--- src/rtl/dmem_arbiter.sv ---
// Round-robin two-port arbiter and access sequencer for the unclocked DataMemory.
// Every access runs IDLE->SETUP->ACCESS->RESP; all outputs lag the state by one registered cycle.
module dmem_arbiter #(
    parameter int unsigned DATA_W     = 32,
    parameter int unsigned DEPTH_LOG2 = 8
) (
    input  logic              clk,
    input  logic              reset,
    input  logic              a_req,
    input  logic              a_we,
    input  logic [DATA_W-1:0] a_addr,
    input  logic [DATA_W-1:0] a_wdata,
    output logic              a_ack,
    output logic [DATA_W-1:0] a_rdata,
    output logic              a_err,
    input  logic              b_req,
    input  logic              b_we,
    input  logic [DATA_W-1:0] b_addr,
    input  logic [DATA_W-1:0] b_wdata,
    output logic              b_ack,
    output logic [DATA_W-1:0] b_rdata,
    output logic              b_err,
    output logic [DATA_W-1:0] mem_addr,
    output logic              mem_rbar_w,
    output logic [DATA_W-1:0] mem_wdata,
    input  logic [DATA_W-1:0] mem_rdata
);
    localparam int unsigned IDX_LO = 2;
    localparam int unsigned IDX_HI = DEPTH_LOG2 + 1;

    typedef enum logic [1:0] {
        S_IDLE   = 2'd0,
        S_SETUP  = 2'd1,
        S_ACCESS = 2'd2,
        S_RESP   = 2'd3
    } state_e;

    state_e            state_q, state_d;
    logic              gnt_b_q, gnt_b_d;
    logic              last_b_q, last_b_d;
    logic              we_q, we_d;
    logic [DATA_W-1:0] addr_q, addr_d;
    logic [DATA_W-1:0] wdata_q, wdata_d;
    logic [DATA_W-1:0] cap_q, cap_d;
    logic              a_ack_q, a_ack_d, b_ack_q, b_ack_d;
    logic              a_err_q, a_err_d, b_err_q, b_err_d;
    logic [DATA_W-1:0] a_rdata_q, a_rdata_d, b_rdata_q, b_rdata_d;
    logic [DATA_W-1:0] mem_addr_q, mem_addr_d;
    logic [DATA_W-1:0] mem_wdata_q, mem_wdata_d;
    logic              mem_rbar_w_q, mem_rbar_w_d;

    logic              legal_c;
    logic              a_ok_c, b_ok_c, pick_b_c;
    logic [DATA_W-1:0] rsp_c;

    assign legal_c = (addr_q[1:0] == 2'b00) && (addr_q[DATA_W-1:IDX_HI+1] == '0);

    // A port whose ack is on the bus this cycle still shows req high; do not grant it twice.
    assign a_ok_c   = a_req && !a_ack_q;
    assign b_ok_c   = b_req && !b_ack_q;
    assign pick_b_c = b_ok_c && (!a_ok_c || !last_b_q);
    assign rsp_c    = (!we_q && legal_c) ? cap_q : '0;

    always_comb begin
        state_d      = state_q;
        gnt_b_d      = gnt_b_q;
        last_b_d     = last_b_q;
        we_d         = we_q;
        addr_d       = addr_q;
        wdata_d      = wdata_q;
        cap_d        = cap_q;
        mem_addr_d   = mem_addr_q;
        mem_wdata_d  = mem_wdata_q;
        mem_rbar_w_d = 1'b0;
        a_ack_d      = 1'b0;
        b_ack_d      = 1'b0;
        a_err_d      = 1'b0;
        b_err_d      = 1'b0;
        a_rdata_d    = '0;
        b_rdata_d    = '0;
        unique case (state_q)
            S_IDLE: begin
                if (a_ok_c || b_ok_c) begin
                    gnt_b_d  = pick_b_c;
                    last_b_d = pick_b_c;
                    we_d     = pick_b_c ? b_we    : a_we;
                    addr_d   = pick_b_c ? b_addr  : a_addr;
                    wdata_d  = pick_b_c ? b_wdata : a_wdata;
                    state_d  = S_SETUP;
                end
            end
            S_SETUP: begin
                mem_addr_d  = DATA_W'(addr_q[IDX_HI:IDX_LO]);
                mem_wdata_d = wdata_q;
                state_d     = S_ACCESS;
            end
            S_ACCESS: begin
                mem_rbar_w_d = we_q && legal_c;
                if (!we_q && legal_c) begin
                    cap_d = mem_rdata;
                end
                state_d = S_RESP;
            end
            S_RESP: begin
                if (gnt_b_q) begin
                    b_ack_d   = 1'b1;
                    b_err_d   = !legal_c;
                    b_rdata_d = rsp_c;
                end else begin
                    a_ack_d   = 1'b1;
                    a_err_d   = !legal_c;
                    a_rdata_d = rsp_c;
                end
                state_d = S_IDLE;
            end
            default: state_d = S_IDLE;
        endcase
    end

    always_ff @(posedge clk) begin
        if (reset) begin
            state_q      <= S_IDLE;
            gnt_b_q      <= 1'b0;
            last_b_q     <= 1'b1;
            we_q         <= 1'b0;
            addr_q       <= '0;
            wdata_q      <= '0;
            cap_q        <= '0;
            mem_addr_q   <= '0;
            mem_wdata_q  <= '0;
            mem_rbar_w_q <= 1'b0;
            a_ack_q      <= 1'b0;
            b_ack_q      <= 1'b0;
            a_err_q      <= 1'b0;
            b_err_q      <= 1'b0;
            a_rdata_q    <= '0;
            b_rdata_q    <= '0;
        end else begin
            state_q      <= state_d;
            gnt_b_q      <= gnt_b_d;
            last_b_q     <= last_b_d;
            we_q         <= we_d;
            addr_q       <= addr_d;
            wdata_q      <= wdata_d;
            cap_q        <= cap_d;
            mem_addr_q   <= mem_addr_d;
            mem_wdata_q  <= mem_wdata_d;
            mem_rbar_w_q <= mem_rbar_w_d;
            a_ack_q      <= a_ack_d;
            b_ack_q      <= b_ack_d;
            a_err_q      <= a_err_d;
            b_err_q      <= b_err_d;
            a_rdata_q    <= a_rdata_d;
            b_rdata_q    <= b_rdata_d;
        end
    end

    assign a_ack      = a_ack_q;
    assign b_ack      = b_ack_q;
    assign a_err      = a_err_q;
    assign b_err      = b_err_q;
    assign a_rdata    = a_rdata_q;
    assign b_rdata    = b_rdata_q;
    assign mem_addr   = mem_addr_q;
    assign mem_wdata  = mem_wdata_q;
    assign mem_rbar_w = mem_rbar_w_q;

endmodule

--- config.mk ---
export PLATFORM = sky130hd
export DESIGN_NAME = dmem_arbiter
export DESIGN_NICKNAME = d
export VERILOG_FILES = /design/src/rtl/dmem_arbiter.sv
export SDC_FILE = /design/constraint.sdc
export NUM_CORES = 1
export LEC_CHECK = 0
export CAP_MARGIN = 20
export CORE_ASPECT_RATIO = 0.75
export CORE_UTILIZATION = 40
export DETAILED_ROUTE_END_ITERATION = 8
export GPL_TIMING_DRIVEN = 0
export PLACE_DENSITY = 0.84
export SLEW_MARGIN = 20
export SYNTH_ARGS = -nofsm -noshare
export SYNTH_HDL_FRONTEND = slang
export SYNTH_SLANG_ARGS = --single-unit
--- constraint.sdc ---
create_clock -name clk -period 3.1 [get_ports clk]
set_clock_uncertainty 0.05 [all_clocks]
set_input_delay 0.62 -clock clk [delete_from_list [all_inputs] [get_ports clk]]
set_output_delay 0.62 -clock clk [all_outputs]
set_load 0.05 [all_outputs]
==> results of run 1 <==
==> Yosys cell counts, drive strengths merged <==
cell type,count,area (sq um)
a21boi,1,7.51
a21o,1,7.51
a21oi,34,170
a311oi,21,184
a31oi,44,275
a41oi,1,8.76
and2,64,400
and4,2,17.5
and4b,1,10.0
buf,56,363
clkbuf,37,139
conb,1,3.75
dfxtp,210,4200
ha,4,50.1
inv,5,18.8
mux2i,41,410
nand2,132,495
nand2b,4,25.0
nand3,35,175
nand3b,1,7.51
nand4,1,21.3
nand4b,1,8.76
nor2,65,244
nor2b,1,6.26
nor4,8,153
o21ai,77,385
==> flip-flops by register name, summed over array words and instances, names as in the netlist <==
| signal | flops |
|---|---|
| b_rdata | 32 |
| b_err | 1 |
| state_q | 2 |
| mem_rbar_w | 1 |
| mem_addr | 8 |
| a_rdata | 32 |
| last_b_q | 1 |
| b_ack | 1 |
| a_err | 1 |
| wdata_q | 32 |
| gnt_b_q | 1 |
| a_ack | 1 |
| cap_q | 32 |
| addr_q | 32 |
| we_q | 1 |
| mem_wdata | 32 |
==> cell families (layout without fill, tap and decap cells) <==
kind of cell,count (synthesis),count (layout),synth area share [%]
AND/OR/NAND/NOR,315,315,20.1
flip-flops,210,210,54.0
AO/OA/AOI/OAI,179,179,13.3
buffers and inverters,98,405,6.68
multiplexers,41,41,5.27
adder cells (fa/ha/maj),4,4,0.642
other,1,24,0.0481
==> stage by stage <==
| stage | setup slack (ns) | area (sq um) | utilization (%) | std cells |
|---|---|---|---|---|
| finish | 0.637 | 11600 | 61.6 | 1425 |
| CTS | 0.654 | 11600 | 61.6 | 1425 |
| global route | 0.483 | 11600 | 61.6 | 1425 |
| detailed placement | 0.206 | 10900 | 58.2 | 1391 |
| global placement | 0.285 | 10900 | 58.2 | 1391 |
| floorplan | 1.26 | 7880 | - | 871 |
==> metal layers <==
metal	track usage (%)	up-vias	part of all wire, %
met5	0	-	0
met4	5.84	0	2.4
met3	4.97	45	8.4
met2	37.0	331	45
met1	30.3	3341	44
li1	-	3477	-
==> cell type report <==
| cell class | count | share of cell area, % |
|---|---|---|
| flip-flops and latches | 210 | 36.3 |
| multi-input cells | 563 | 27.2 |
| repair buffers | 273 | 23.6 |
| clock buffers | 27 | 4.91 |
| plain buffers | 93 | 4.33 |
| well taps | 247 | 2.67 |
| clock inverters | 7 | 0.757 |
| inverters | 5 | 0.162 |
==> critical path: stages <==
cell and delay (ns):
clkdlybuf4s50_1 0.46, nand2b_1 0.12, a21oi_1 0.30, clkbuf_1 0.60
buf_2 0.38, nand2_1 0.09, a31oi_1 0.22
==> path summary, 6_finish.rpt <==
path | end | from | slack, ns
max | wdata_q[25]$_SDFFE_PP0P_ | b_req | 0.64
min | a_rdata[11]$_SDFF_PP0_ | cap_q[11]$_SDFFE_PP0P_ | 0.42
max reg2reg | wdata_q[25]$_SDFFE_PP0P_ | b_ack$_SDFF_PP0_ | 0.84
min reg2reg | a_rdata[11]$_SDFF_PP0_ | cap_q[11]$_SDFFE_PP0P_ | 0.42
==> power by group <==
| part | switching, mW | total [mW] | leakage (nW) | internal (mW) |
|---|---|---|---|---|
| registers | 0.295 | 3.45 | 1.71 | 3.16 |
| logic | 1.64 | 2.65 | 2.45 | 1.01 |
| clock network | 1.01 | 2.46 | 0.322 | 1.45 |
| total | 2.95 | 8.56 | 4.48 | 5.62 |
==> run metrics, run 1 <==
largest net degree at the start of global routing=15; initial DRC count=roughly 420; arrival time of the worst setup path=around 2.8 ns; die width=163 um; Initial Utilization=a little over 40%; CP Capture Type=register; CTS Hold Bufs=0; total power=about 8.6 mW; GR Overflow Total=0; share of layout cells above drive strength 1=approximately 7%; Pleak=4.48 nW; gp weighted congestion=between 0.8 and 0.9; Slew @ Worst Pin=around 0.79 ns; # DRC=0; Total GRT Usage=between 20 and 25%; Hold Violations, Final=0; H-Tree Depth=1; Tcrit/Tclk final=between 70% and 80%; Post-Syn Area=~7800 sq um; std cell rows=between 40 and 50; Slew Limit Fails=0; antenna-violating nets left=0; synthesized instance count=approximately 850; Rel. slew slack=a little under half; clk buf depth=3; top-level I/O count=299; commonest cells after routing, fill and taps aside=273 x clkdlybuf4s50_1, 210 x dfxtp_1, 132 x nand2_1; most common cell after layout, fill and taps aside=clkdlybuf4s50_1; max-cap violations=0; WP data required=3.44 ns; Core Box Area=between 15,000 and 20,000 sq um; via count=between 7,000 and 8,000; Final HPWL DP=between 15,000 and 20,000 um; cts bufs inserted=21; full die area=20,000 sq um; CP Class=in2reg; register area share after synthesis=54.0%; pwr/cell area=roughly 740 nW/um^2; clock period minus worst slack=around 2.5 ns; drt via density=slightly above 5; initial antenna violation count=0; first-pass GRT wire length=between 30,000 and 40,000 um; die height=around 120 um; count of clock tree sinks=210; number of diodes=0; setup bufs post-CTS=0; PortBufs=~270; Root Buffer=clkbuf_16; #FFs+latches synth=210; Yosys cell types=31; vias in the first global route=a little under 7,000; P&R area growth vs syn=48.6%; largest fanout on the critical path=10; PostCTS Resize Cnt=0; count of final setup violators=0; FF/Latch Area=roughly 4200 sq um; worst hold stages=1; DR WL/cell=roughly 16 um; run status=complete, no violations; fin nets=between 1,000 and 1,500; Mapped Avg Cell Area=between 9 and 10 sq um; clock transition at the registers of the reported paths=~0.060 ns; DR pass1 iterations=5; footprint of the multi-input gates=around 3200 sq um; setup TNS=0 ns; Hold Path Class=reg2reg; fill count=~1,600; RSZ-0062 raised after global routing=false; yosys warns=0; Max rail drop VDD=between 0.0003 and 0.0004 V; Worst Setup Start Kind=input pin; clock latency on the worst-skew pair=0.49 ns; Post-Route WL=roughly 23,000 um; Register-to-Register Path Depth=6; CTS tree=built; hold_ws=between 0.4 and 0.5 ns; max frequency=between 0.4 and 0.5 GHz
Power figures use the tool's default switching activity.
==> run 2: changes to the inputs <==
==> constraint.sdc (replaced) <==
create_clock -name clk -period 2.4 [get_ports clk]
set_clock_uncertainty 0.05 [all_clocks]
set_input_delay 0.48 -clock clk [delete_from_list [all_inputs] [get_ports clk]]
set_output_delay 0.48 -clock clk [all_outputs]
set_load 0.05 [all_outputs]
==> run 2 against run 1 <==
  * Global-route usage did not move
  * Via count rose by 0.64%
  * Largest cell class unchanged
  * First-iteration DRC count rose by 5.9%
  * Hold slack improved by 0.00060 ns
  * Critical endpoint is now a_ack
  * Largest power group unchanged
==> run metrics, run 2 (synthesis gave the netlist of run 1 again) <==
vias in the first global route=6,913 (unchanged); # DRC=0 (unchanged); Post-Layout Cell Count=1,425 (unchanged); die height=123 um (unchanged); max frequency=0.447 GHz; initial antenna violation count=0 (unchanged); placed cell count=1,391 (unchanged); largest net degree at the start of global routing=15 (unchanged); initial DRC count=446 (+5.9%); clock transition at the registers of the reported paths=0.06 ns (about the same); fin nets=1,337 (unchanged); Reg2Reg Capture Point=wdata_q[25]$_SDFFE_PP0P_; run status=complete, no violations; Rel. slew slack=48.3% (+0.68 points); Pleak=4.49 nW (+0.15%); die width=163 um (unchanged); Crit. path cell count=1 (-6); flop-to-flop setup slack=0.29 ns (-0.55 ns); WP data required=1.87 ns (-1.57 ns); RSZ-0062 raised after global routing=false; top-level I/O count=299 (unchanged); met3 Track Usage GR=4.97% (unchanged); most common cell after layout, fill and taps aside=clkdlybuf4s50_1; full die area=20,000 sq um (unchanged); Hold Path End=a_rdata[11]$_SDFF_PP0_; arrival time of the worst setup path=1.71 ns (-1.09 ns); H-Tree Depth=1 (unchanged); GR Layer Usage met1=30.3% (unchanged); count of final setup violators=0 (unchanged); P&R area growth vs syn=48.6% (about the same); largest stage delay on the critical path=0.85 ns (+0.25 ns); Hold Path Class=reg2reg; Worst Setup Start Kind=register; std cell rows=43 (unchanged); antenna-violating nets left=0 (unchanged); family with the most delay on the worst path=buffers and inverters; Core Box Area=18,800 sq um (unchanged); CP Class=reg2out; Slew @ Worst Pin=0.775 ns (-0.0101 ns); GR Overflow Total=0 (unchanged); Final WS setup=0.162 ns (-0.475 ns); met2 Resource Use GR=37.0% (unchanged); Register-to-Register Path Depth=6 (unchanged); CTS Hold Bufs=0 (unchanged); drt via density=5.08 (+0.64%); DR pass1 iterations=5 (unchanged); clock period minus worst slack=~2.2 ns; first-pass GRT wire length=35,500 um (unchanged); worst hold stages=1 (unchanged); cts bufs inserted=21 (unchanged); gp weighted congestion=0.851 (unchanged); Post-Route WL=23,400 um (-0.12%); slowest CP cell=clkdlybuf4s50_1; total power=11.1 mW (+29%); GRT busiest layer=met2; critical path cell sequence=clkdlybuf4s50_1; via count=7,240 (+0.64%); Initial Utilization=41.5% (unchanged); hold_ws=0.423 ns (+0.000596 ns); DR WL/cell=16.4 um (-0.12%); Setup Slack @ Placement=-0.354 ns (-0.560 ns); Root Buffer=clkbuf_16; CP Capture Type=output port; worst path bufs/invs=1 (-2); setup TNS=0 ns (unchanged); max-cap violations=0 (unchanged); Hold Violations, Final=0 (unchanged); Slew Limit Fails=0 (unchanged); clock latency on the worst-skew pair=0.49 ns (about the same); share of layout cells above drive strength 1=7.30% (+0.25 points); worst r2r src=state_q[0]$_SDFFE_PP0P_; Max rail drop VDD=0.000472 V (+29%); Final HPWL DP=17,300 um (unchanged); PortBufs=273 (unchanged); count of clock tree sinks=210 (unchanged); Total GRT Usage=22.7% (unchanged); clk buf depth=3 (unchanged); commonest cells after routing, fill and taps aside=273 x clkdlybuf4s50_1, 210 x dfxtp_1, 132 x nand2_1; pwr/cell area=956 nW/um^2 (+29%); startpoint of the worst hold path=cap_q[11]$_SDFFE_PP0P_; CTS tree=built; number of diodes=0 (unchanged); largest fanout on the critical path=3 (-7); Tcrit/Tclk final=between 90 and 100%
-- run 2: routing by layer --
| layer | share of wire, % | vias to the layer above |
|---|---|---|
| met5 | 0 | - |
| met4 | 2.4 | 0 |
| met3 | 8.4 | 43 |
| met2 | 46 | 333 |
| met1 | 44 | 3388 |
| li1 | - | 3476 |
-- run 2: layout make-up --
| cell class | count | area, sq um |
|---|---|---|
| inverter | 5 | 18.8 |
| timing repair buffer | 273 | 2730 |
| fill | 1568 | 7200 |
| sequential | 210 | 4200 |
| clock inverter | 7 | 87.6 |
| clock buffer | 27 | 568 |
| buffer | 93 | 504 |
| multi-input combinational | 563 | 3160 |
| tap | 247 | 309 |
-- run 2: repair_timing --
item,CTS,global route
setup endpoints to repair,0,36
setup buffers,0,0
hold endpoints to repair,0,0
resized for setup,0,5
-- run 2: worst max-delay path by stage --
stage                            startpoint                        to  slack (ns)
floorplan                  b_ack$_SDFF_PP0_   addr_q[10]$_SDFFE_PP0P_        0.56
global placement                      b_req  wdata_q[20]$_SDFFE_PP0P_       -0.27
detailed placement                    b_req  wdata_q[25]$_SDFFE_PP0P_       -0.35
CTS                 state_q[0]$_SDFFE_PP0P_   addr_q[15]$_SDFFE_PP0P_        0.06
global route               a_ack$_SDFF_PP0_                     a_ack        0.11
finish                     a_ack$_SDFF_PP0_                     a_ack        0.16
-- run 2: where the power goes --
part	internal [mW]	leakage (nW)	total, mW	switching, mW
Clock	1.87	0.322	3.18	1.31
Sequential	4.08	1.71	4.46	0.383
Combinational	1.31	2.46	3.43	2.12
-- run 2: per-stage QoR --
step	util [%]	cell area (sq um)
floorplan	-	7880
global placement	58.2	10900
detailed placement	58.2	10900
CTS	61.6	11600
global route	61.7	11600
finish	61.7	11600
==> run 3: changes to the inputs <==
--- a/config.mk
+++ b/config.mk
@@ -8,9 +8,12 @@
 export CAP_MARGIN = 20
 export CORE_ASPECT_RATIO = 0.75
 export CORE_UTILIZATION = 40
+export CTS_BUF_LIST = sky130_fd_sc_hd__clkbuf_8
+export CTS_CLUSTER_SIZE = 20
 export DETAILED_ROUTE_END_ITERATION = 8
 export GPL_TIMING_DRIVEN = 0
 export PLACE_DENSITY = 0.84
+export SETUP_SLACK_MARGIN = 0.05
 export SLEW_MARGIN = 20
 export SYNTH_ARGS = -nofsm -noshare
 export SYNTH_HDL_FRONTEND = slang
==> run 3 against run 2 <==
  * Global-route usage decreased by 0.16 points
  * Die area is the same
  * Maximum frequency is 1.5% lower
  * Sequential power about the same
  * Clock-buffer cell count grew 15
  * Critical path depth is the same
  * Hold slack got worse by 0.0089 ns
  * Sequential cell count did not move
  * Non-clock buffer count did not move
  * Wire length fell by 1.1%
  * Combinational power about the same
==> run metrics, run 3 (synthesis gave the netlist of run 1 again) <==
clock period minus worst slack=2.27 ns (+0.0344 ns); PortBufs=273 (unchanged); share of layout cells above drive strength 1=8.67% (+1.4 points); GR Overflow Total=0 (unchanged); RSZ-0062 raised after global routing=false; Root Buffer=clkbuf_8; Logic pwr share=31.8% (+0.8 points); Pleak=4.53 nW (+1.0%); GRT busiest layer=met2; largest fanout on the critical path=2 (-1); max-cap violations=0 (unchanged); commonest cells after routing, fill and taps aside=272 x clkdlybuf4s50_1, 210 x dfxtp_1, 132 x nand2_1; initial DRC count=414 (-7.2%); Setup Slack @ Placement=-0.354 ns (unchanged); Post-Route WL=23,100 um (-1.1%); Internal=6.93 mW (-4.5%); GR Layer Usage met1=30.5% (+0.18 points); Rel. slew slack=46.9% (-1.5 points); met3 Track Usage GR=4.90% (-0.068 points); Switching Share=35.5% (+1.1 points); placed cell count=1,391 (unchanged); clk buf depth=3 (unchanged); largest stage delay on the critical path=0.85 ns (about the same); full die area=20,000 sq um (unchanged); worst hold stages=1 (unchanged); CP Capture Type=output port; initial antenna violation count=0 (unchanged); clock power share=26.8% (-1.9 points); arrival time of the worst setup path=1.74 ns (+0.03 ns); cts bufs inserted=31 (+48%); H-Tree Depth=1 (unchanged); die height=123 um (unchanged); # DRC=0 (unchanged); Post-Layout Cell Count=1,446 (+1.5%); count of clock tree sinks=210 (unchanged); Core Box Area=18,800 sq um (unchanged); Final HPWL DP=17,300 um (unchanged); CP Class=reg2out; Total GRT Usage=22.5% (-0.16 points); gp weighted congestion=0.851 (unchanged); top-level I/O count=299 (unchanged); clock transition at the registers of the reported paths=0.07 ns (about the same); count of final setup violators=0 (unchanged); run status=complete, no violations; CTS tree=built; hold_ws=0.414 ns (-0.00890 ns); Max rail drop VDD=0.000609 V (+29%); DR pass1 iterations=5 (unchanged); Final WS setup=0.127 ns (-0.0344 ns); largest net degree at the start of global routing=16 (+1); number of diodes=0 (unchanged); Seq pwr share=41.5% (+1.2 points); fin nets=1,347 (+0.75%); P_sw=3.82 mW (+0.17%); clock latency on the worst-skew pair=0.56 ns (+0.07 ns); most common cell after layout, fill and taps aside=clkdlybuf4s50_1; slowest CP cell=clkdlybuf4s50_1; worst path bufs/invs=1 (unchanged); Initial Utilization=41.5% (unchanged); drt via density=4.99 (-1.9%); Tcrit/Tclk final=94.7% (+1.4 points); CTS Hold Bufs=0 (unchanged); vias in the first global route=6,900 (-0.19%); Hold Violations, Final=0 (unchanged); std cell rows=43 (unchanged); Crit. path cell count=1 (unchanged); family with the most delay on the worst path=buffers and inverters; antenna-violating nets left=0 (unchanged); Slew Limit Fails=0 (unchanged); Slew @ Worst Pin=0.797 ns (+0.0219 ns); max frequency=0.440 GHz (-1.5%); met2 Resource Use GR=36.3% (-0.69 points); P&R area growth vs syn=48.4%; pwr/cell area=930 nW/um^2 (-2.7%); Hold Path Class=reg2reg; Register-to-Register Path Depth=6 (unchanged); die width=163 um (unchanged); first-pass GRT wire length=35,300 um (-0.48%); DR WL/cell=16.0 um (-2.5%); critical path cell sequence=clkdlybuf4s50_1; Worst Setup Start Kind=register; via count=7,210 (-0.41%); WP data required=1.87 ns (about the same)
-- run 3: changes by cell type in the layout (fill, tap and decap cells not counted) --
cell	before	now
clkdlybuf4s50_1	273	272
clkbuf_2	2	3
clkbuf_8	2	42
bufinv_16	2	0
inv_1	5	13
dlygate4sd2_1	0	1
clkbuf_1	39	34
clkbuf_16	21	0
-- run 3: layout make-up --
type | count | area [sq um]
fillers | 1596 | 7220
flip-flops and latches | 210 | 4200
multi-input cells | 563 | 3160
repair buffers | 273 | 2730
clock buffers | 42 | 578
plain buffers | 93 | 505
well taps | 247 | 309
clock inverters | 13 | 57.6
inverters | 5 | 18.8
-- run 3: metrics by stage --
stage          setup TNS [ns]  util (%)  power (mW)  cell area [sq um]
2_1_floorplan               0         -        6.74               7880
3_3_place_gp           -13.54      58.2        7.84              10900
3_5_place_dp           -17.98      58.2        7.93              10900
4_1_cts                     0      61.5        10.8              11600
5_1_grt                     0      61.6        11.3              11600
6_report                    0      61.6        10.8              11600
-- run 3: worst paths after layout --
path                                 start                  endpoint  slack, ns
hold / removal      cap_q[18]$_SDFFE_PP0P_    b_rdata[18]$_SDFF_PP0_       0.41
setup / recovery  mem_addr[7]$_SDFFE_PP0N_               mem_addr[7]       0.13
setup reg to reg   state_q[0]$_SDFFE_PP0P_  wdata_q[13]$_SDFFE_PP0P_       0.33
hold reg to reg     cap_q[18]$_SDFFE_PP0P_    b_rdata[18]$_SDFF_PP0_       0.41
-- run 3: repair_timing --
item                                    4_1_cts  5_1_grt
buffers inserted                              0        0
pin swaps                                     0        0
gates resized for setup                       1        7
endpoints found under the setup margin        1       54
gates cloned                                  0        0
hold endpoints to repair                      0        0
-- run 3: per-layer routing --
metal / routed length [um] / part of all wire (%)
met1: 10200 / 44
met2: 10500 / 45
met3: 1960 / 8.5
met4: 474 / 2.0
met5: 0 / 0
-- run 3: power by group through the flow --
| stage | clock [mW] | sequential, mW | combinational [mW] |
|---|---|---|---|
| floorplan | 0 | 4.87 | 1.87 |
| global placement | 0 | 4.51 | 3.33 |
| detailed placement | 0 | 4.53 | 3.40 |
| CTS | 2.95 | 4.46 | 3.42 |
| global route | 3.10 | 4.53 | 3.72 |
| finish | 2.88 | 4.46 | 3.42 |
